<file path="config.mk">
export PLATFORM = sky130hd
export DESIGN_NAME = led_pattern_gen
export DESIGN_NICKNAME = d
export VERILOG_FILES = /design/src/rtl/led_pattern_pkg.sv /design/src/rtl/led_prescaler.sv /design/src/rtl/led_pattern_gen.sv
export SDC_FILE = /design/constraint.sdc
export NUM_CORES = 1
export LEC_CHECK = 0
export ABC_AREA = 1
export CORE_UTILIZATION = 35
export CTS_BUF_LIST = sky130_fd_sc_hd__clkbuf_16
export CTS_CLUSTER_SIZE = 28
export DETAILED_ROUTE_END_ITERATION = 10
export SYNTH_ARGS = -nofsm -noshare
export SYNTH_HDL_FRONTEND = slang
export SYNTH_SLANG_ARGS = --single-unit
</file>
<file path="constraint.sdc">
create_clock -name CLK -period 2.2 [get_ports CLK]
set_input_delay 0.22 -clock CLK [delete_from_list [all_inputs] [get_ports CLK]]
set_output_delay 0.22 -clock CLK [all_outputs]
set_load 0.05 [all_outputs]
</file>
<file path="src/rtl/led_pattern_pkg.sv">
// led_pattern_pkg: mode encoding and init patterns
// shared by the LED pattern generator and its bench.
package led_pattern_pkg;

  typedef enum logic [1:0] {
    MODE_BLINK  = 2'd0,
    MODE_CHASE  = 2'd1,
    MODE_COUNT  = 2'd2,
    MODE_BOUNCE = 2'd3
  } mode_e;

  localparam int PWM_W = 8;

  function automatic logic [31:0] init_pat(
    input mode_e m,
    input int    w
  );
    logic [31:0] r;
    unique case (m)
      MODE_CHASE,
      MODE_BOUNCE: r = 32'd1;
      default:     r = '0;
    endcase
    if (w < 1)
      r = '0;
    else if (w < 32)
      r = r & ((32'd1 << w) - 32'd1);
    return r;
  endfunction

endpackage

</file>
<file path="src/rtl/led_prescaler.sv">
// led_prescaler: divide-by-DIV step counter, one-cycle
// TICK on the last count; held at zero while EN is low.
module led_prescaler #(
  parameter int DIV = 25000000
) (
  input  logic CLK,
  input  logic RESETn,
  input  logic EN,
  output logic TICK
);

  localparam int W = $clog2(DIV);
  localparam logic [W-1:0] LAST = W'(DIV - 1);

  logic [W-1:0] cnt;

  always_ff @(posedge CLK or negedge RESETn) begin
    if (!RESETn)
      cnt <= '0;
    else if (!EN)
      cnt <= '0;
    else if (cnt == LAST)
      cnt <= '0;
    else
      cnt <= cnt + W'(1);
  end

  assign TICK = EN && (cnt == LAST);

endmodule

</file>
<file path="src/rtl/led_pattern_gen.sv">
// led_pattern_gen: NUM_LEDS pattern driver (blink/chase/
// count/bounce). Optional dimming via LED_PWM_DIM_EN.
module led_pattern_gen
  import led_pattern_pkg::*;
#(
  parameter int NUM_LEDS     = 4,
  parameter int PRESCALE_DIV = 25000000,
  parameter int RESET_MODE   = 0,
  parameter int DIM_DUTY     = 64
) (
  input  logic                CLK,
  input  logic                RESETn,
  input  logic                LOCK,
  input  logic [1:0]          MODE,
  input  logic                MODE_VLD,
  output logic [NUM_LEDS-1:0] LED,
  output logic                TICK,
  output logic [1:0]          CUR_MODE
);

  localparam mode_e RST_MODE = mode_e'(2'(RESET_MODE));

  if (NUM_LEDS < 1 || NUM_LEDS > 32 ||
      PRESCALE_DIV < 2 || DIM_DUTY < 0) begin : g_bad_param
    $error("led_pattern_gen: illegal parameter");
  end

  logic sync1;
  logic lock_s;
  logic tick;

  always_ff @(posedge CLK or negedge RESETn) begin
    if (!RESETn) begin
      sync1  <= 1'b0;
      lock_s <= 1'b0;
    end else begin
      sync1  <= LOCK;
      lock_s <= sync1;
    end
  end

  led_prescaler #(
    .DIV (PRESCALE_DIV)
  ) u_presc (
    .CLK    (CLK),
    .RESETn (RESETn),
    .EN     (lock_s),
    .TICK   (tick)
  );

  mode_e cur;
  mode_e pend;
  mode_e eff;

  logic [NUM_LEDS-1:0] pat;
  logic [NUM_LEDS-1:0] pat_nxt;
  logic [NUM_LEDS-1:0] stepped;
  logic [NUM_LEDS-1:0] init_v;
  logic [NUM_LEDS-1:0] led_q;
  logic                dir;
  logic                dir_nxt;
  logic                step_dir;

  // a strobe in the tick cycle wins over the held request
  assign eff    = MODE_VLD ? mode_e'(MODE) : pend;
  assign init_v = NUM_LEDS'(init_pat(eff, NUM_LEDS));

  always_comb begin
    stepped  = pat;
    step_dir = dir;
    unique case (cur)
      MODE_BLINK: stepped = ~pat;
      MODE_CHASE:
        stepped = (pat << 1) | (pat >> (NUM_LEDS - 1));
      MODE_COUNT: stepped = pat + NUM_LEDS'(1);
      MODE_BOUNCE: begin
        if (NUM_LEDS == 1) begin
          stepped = pat;
        end else if (dir) begin
          if (pat[NUM_LEDS-1]) begin
            stepped  = pat >> 1;
            step_dir = 1'b0;
          end else begin
            stepped = pat << 1;
          end
        end else begin
          if (pat[0]) begin
            stepped  = pat << 1;
            step_dir = 1'b1;
          end else begin
            stepped = pat >> 1;
          end
        end
      end
      default: ;
    endcase
  end

  always_comb begin
    pat_nxt = pat;
    dir_nxt = dir;
    if (!lock_s || (tick && eff != cur)) begin
      pat_nxt = init_v;
      dir_nxt = 1'b1;
    end else if (tick) begin
      pat_nxt = stepped;
      dir_nxt = step_dir;
    end
  end

  always_ff @(posedge CLK or negedge RESETn) begin
    if (!RESETn) begin
      cur   <= RST_MODE;
      pend  <= RST_MODE;
      pat   <= '0;
      dir   <= 1'b1;
      led_q <= '0;
    end else begin
      if (MODE_VLD)
        pend <= mode_e'(MODE);
      if (!lock_s || tick)
        cur <= eff;
      pat <= pat_nxt;
      dir <= dir_nxt;
      // sync1 is next cycle's lock_s: blank with it
      led_q <= sync1 ? pat_nxt : '0;
    end
  end

  assign TICK     = tick;
  assign CUR_MODE = cur;

`ifdef LED_PWM_DIM_EN
  logic [PWM_W-1:0] pwm_cnt;
  logic             dim_on;

  always_ff @(posedge CLK or negedge RESETn) begin
    if (!RESETn)
      pwm_cnt <= '0;
    else if (lock_s)
      pwm_cnt <= pwm_cnt + PWM_W'(1);
  end

  assign dim_on = (DIM_DUTY >= (1 << PWM_W)) ||
                  (int'(pwm_cnt) < DIM_DUTY);
  assign LED = led_q & {NUM_LEDS{dim_on}};
`else
  assign LED = led_q;
`endif

endmodule

</file>
======== Yosys cells after proc, flatten, opt, wreduce, memory -nomap -nowiden ========
Cells that the tools add are included.
cells by class
  $mul .................................... 0
  add/subtract/negate cells ............... 2
  shift-type cells ........................ 0
  bitwise operators ....................... 2
  reduce and logical (&&, ||, !) cells .... 10
  $lt $le $gt $ge ......................... 0
  div/mod/pow operators ................... 0
  multiplexer cells ....................... 17
  equality and inequality tests ........... 7
operator list
  cell                     number
  $mux W25                 2
  $add A25 B1 Y25 const B  1
  $eq A25 B25 Y1 const B   1
  $mux W4                  6
  $pmux W4 S4              1
  $mux W1                  7
  $eq A2 B2 Y1 const B     3
  $add A4 B1 Y4 const B    1
  $eq A2 B1 Y1 const B     2
  $not A4 Y4               1
  $or A4 B1 Y4             1
  $reduce_bool A2 Y1       2
  $logic_and A1 B1 Y1      2
  $logic_not A2 Y1         1
  $logic_or A1 B1 Y1       2
  $mux W2                  1
  $ne A2 B2 Y1             1
  $reduce_and A2 Y1        1
  $reduce_or A2 Y1         1
  $logic_not A1 Y1         1
word-level totals
  flip-flop bits (word level) ............. 40
  memory bits (writable) .................. 0
  input port bits ......................... 6
  memories kept ........................... 0
  bits in latches ......................... 0
  memory bits (read-only) ................. 0
  output and inout bits ................... 7
  word-level logic and storage cells ...... 46

======== Logic depth before layout (Yosys ltp) ========
  word-level depth ........................ 6
  depth in mapped cells ................... 11
  depth with buffers taken out ............ 11

======== Modules after synthesis ========
Synthesis repeated with hierarchy kept, for this count alone.
second synthesis, totals
  cells, all modules ...................... 300
  area total of the unflattened synthesis .. 2,289.7 um^2
modules (own cells, without submodules)
  module           cells an instance  instances  area each (um^2)  sequential area each (um^2)
  led_prescaler    179                1          1,427.6           625.6
  led_pattern_gen  121                1          862.1             376.6

======== Worst setup path after synthesis ========
No wires, ideal clock.
  kind .................................... flip-flop to flip-flop
  from .................................... register u_presc.cnt[0]
  to ...................................... register led_q[2], in the netlist LED[2]
  required time ........................... 2.080 ns
  buffers on the path ..................... 0
  data arrival time ....................... 1.609 ns
  path slack .............................. 0.472 ns
  stages on the path, launching flop included .. 11
  setup time .............................. 0.120 ns
  clock period less this slack ............ 1.728 ns
  path through ............................ dfrtp_1 ha_1 nand2_2 nor2_4 nand2_2 nor2_4 nand2_4 nor2_4 nand2_1 nand3_1 nor2_1
between the ends
  word-level cells in the longest chain between the ends .. 6
  elaborated cells on any way between the ends .. 7
  classes of those cells .................. eq/ne (1); mux (3); reduce/logical (3)
RTL lines
  what                    RTL line                source
  start, declared         led_prescaler.sv:15     logic [W-1:0] cnt;
  start signal, assigned  led_prescaler.sv:25     cnt <= cnt + W'(1);
  $eq A25 B25 Y1 *        led_prescaler.sv:28     assign TICK = EN && (cnt == LAST);
  $logic_and A1 B1 Y1 *   led_prescaler.sv:28
  net TICK                led_pattern_gen.sv:17   output logic TICK,
  $logic_and A1 B1 Y1     led_pattern_gen.sv:102  if (!lock_s || (tick && eff != cur)) begin
  $logic_or A1 B1 Y1      led_pattern_gen.sv:102
  $mux W4 *               led_pattern_gen.sv:102
  $mux W4 *               led_pattern_gen.sv:126  led_q <= sync1 ? pat_nxt : '0;
  end signal, assigned    led_pattern_gen.sv:126
  end, declared           led_pattern_gen.sv:59   logic [NUM_LEDS-1:0] led_q;
The timed path passes the listed nets; every way through them passes the cells marked *.
A chain may end at the register's enable or synchronous reset.

======== Worst setup path after layout ========
  from .................................... register u_presc.cnt[0]
  to ...................................... output TICK
between the ends
  word-level cells in the longest chain between the ends .. 2
RTL lines
  what                 RTL line
  $eq A25 B25 Y1       led_prescaler.sv:28
  $logic_and A1 B1 Y1  led_prescaler.sv:28
  end, declared        led_pattern_gen.sv:17
Every way passes these cells.

==> flow_summary.toml <==
[run_status]
outcome = "finished, final reports clean"

[sta]
period_share = 0.920
drv_slew = 0
finalHoldWorstSlack_ps = 62.0
hold_violations = 0
setup_viol = 0
rsz0062_at_grt = "no"
layout_min_cycle_time_ps = 2020
tns_ps = 0
max_slew_margin = 0.410
max_freq_mhz = 494
worstMarginPinSlew_ps = 885
finClkSkew_ps = 6.24

[global_route]
antenna_found_initial = 0
grt_pass1_vias = 2035
track_usage = 0.162
grt.overflow.total = 0
grt_pass1_wl_um = 9220
grt_max_degree = 41

[clocking]
h-tree-depth = 2
cts_root_buffer = "clkbuf_16"
cts_tree = "yes"
cts.clk_slew.worst_paths_ps = 60
cts.sinks = 40
cts.repair.resized = 0
clk_latency_ps = 280
cts_buffer_depth = 2
cts_buffers = 5
ctsHoldBuffers = 0
cts_setup_buffers = 0

[power_and_ir_drop]
p_int_w = 0.00122
ir_drop_uv = 275
power_w = 0.00163
pwr-share-seq = 0.481
switching_power_w = 0.000408
power.clock.fraction = 0.417
powerDensity_nw_per_um2 = 600
comb_power_share = 0.102
power_leakage_nw = 1.24
sw_frac_of_total = 0.251

[setup_path]
critPathLaunchType = "register"
required_ps = 1980
path_buf_inv = 1
worstPathMaxFanout = 5
worstSetupPathType = "register to primary output"
cp_top_family = "simple AND/OR/NAND/NOR gates"
slowest_delay_ps = 370
end_kind = "primary output"
cp.arrival_ps = 1800
crit_path_frequent_cell = "nor2_4"
slowest_stage = "dfrtp_1"
reg2reg_slack_ps = 420
critical_path.cell_chain = "ha_1 -> nand2_2 -> nor2_4 -> nand2_2 -> nor2_4 -> nand2_4 -> nor2_4 -> buf_12"

[floorplan]
initial_core_util = 0.369
rows = 29
dieArea_um2 = 7100
fp.coreArea_um2 = 6420
die_h_um = 84.2
io_pins = 13
fp.dieW_um = 84.2

[worst_hold_path]
hold_class = "input pin to async pin"

[finish]
antenna_cells = 0
final_nets = 342
syn_to_final_growth_pct = 14.5
multiInputGateArea_um2 = 1180
layout_common_cells = "71 x nand2_1, 41 x inv_1, 39 x dfrtp_1"
final_cells = 411
regArea_um2 = 1000
final_area_um2 = 2710
final_common_cell = "nand2_1"
drive_gt1_frac = 0.102
nFillCells = 647

[drt]
dr.pass1.iters = 4
postRouteWirelength_um = 5240
drc = 0
num_vias = 2029
drt-initial-drc-count = 102
ant_nets = 0
wl_per_cell_um = 12.7
avgViaCountPerCell = 4.94

[synthesis]
synth_cell_types = 33
async_flop_share = 1.00
syn_inst = 316
syn_area_per_cell_um2 = 7.49
yosysTopAreaCellShare = 0.412
synthFlopType = "dfrtp_1"
yosys-top-cells-area = "dfrtp_1 41%, nand2_1 11%, inv_1 6.2%"
synthesis.area_um2 = 2370
ys_ff_latch = 40
synth-edff-count = 0
ys.warnings.count = 0
synth_area_leader_cell = "dfrtp_1"
synth_seq_area_share = 0.423
synth_fp_nets = 325

[job]
cap_violations = 0

[placement]
place_area_um2 = 2570
port_buffers = 12
gp_congestion = 0.919
dp_hpwl_um = 3890
dp_cells = 403
## layout make-up
type | count | area share
Timing Repair Buffer | 12 | 0.0462
Clock inverter | 3 | 0.00416
Inverter | 44 | 0.0619
Multi-Input combinational cell | 230 | 0.436
Tap cell | 77 | 0.0355
Sequential cell | 40 | 0.370
Clock buffer | 5 | 0.0462
## power by group through the flow
stage / registers (W) / logic, W / clock network, W
finish: 0.000782 / 0.000166 / 0.000678
global route: 0.000785 / 0.000189 / 0.000718
CTS: 0.000782 / 0.000169 / 0.000693
detailed placement: 0.000795 / 0.000168 / 0
global placement: 0.000795 / 0.000167 / 0
floorplan: 0.000811 / 0.0000903 / 0
## routing by layer
| layer | GRT usage | wire length (um) | vias to the layer above |
|---|---|---|---|
| met5 | 0 | 0 | - |
| met1 | 0.209 | 2570 | 923 |
| li1 | - | - | 1060 |
| met3 | 0.0324 | 179 | 6 |
| met2 | 0.277 | 2430 | 40 |
| met4 | 0.0455 | 65 | 0 |
## state kept, by name, indices dropped and copies added (netlist names)
name         count
pend             2
u_presc.cnt     25
sync1            1
CUR_MODE         2
LED              4
dir              1
lock_s           1
pat              4
## cell usage after synthesis (4+ instances only)
| cell | number |
|---|---|
| inv_2 | 4 |
| nand4_1 | 5 |
| nor2_4 | 5 |
| xor2_1 | 4 |
| a21oi_1 | 12 |
| nand3_1 | 27 |
| nor2_2 | 6 |
| o21ai_0 | 16 |
| inv_1 | 39 |
| nor2_1 | 37 |
| nor3_1 | 15 |
| nand2_1 | 71 |
| nor4_1 | 4 |
| dfrtp_1 | 39 |
## kinds of logic after synthesis
kind of cell / count (synthesis) / synth area share
AO/OA/AOI/OAI: 39 / 0.0893
XOR/XNOR: 5 / 0.0185
adder cells (fa/ha/maj): 3 / 0.0159
buffers and inverters: 46 / 0.0772
flip-flops: 40 / 0.423
AND/OR/NAND/NOR: 183 / 0.376
## final timing paths
check | endpoint | cells after the start | startpoint
min reg2reg | lock_s$_DFF_PN0_ | 0 | sync1$_DFF_PN0_
max in group asynchronous | LED[1]$_DFF_PN0_ | 1 | RESETn
max | TICK | 8 | u_presc.cnt[0]$_DFF_PN0_
min | u_presc.cnt[10]$_DFF_PN0_ | 1 | RESETn
min in group CLK | lock_s$_DFF_PN0_ | 0 | sync1$_DFF_PN0_
max reg2reg | u_presc.cnt[22]$_DFF_PN0_ | 8 | u_presc.cnt[0]$_DFF_PN0_
## through the flow
| stage | setup slack (ps) | util |
|---|---|---|
| floorplan | 472 | - |
| global placement | 479 | 0.401 |
| detailed placement | 450 | 0.401 |
| CTS | 170 | 0.422 |
| global route | 74.2 | 0.422 |
| finish | 177 | 0.422 |
No activity file was read; power rests on OpenSTA's default activity.
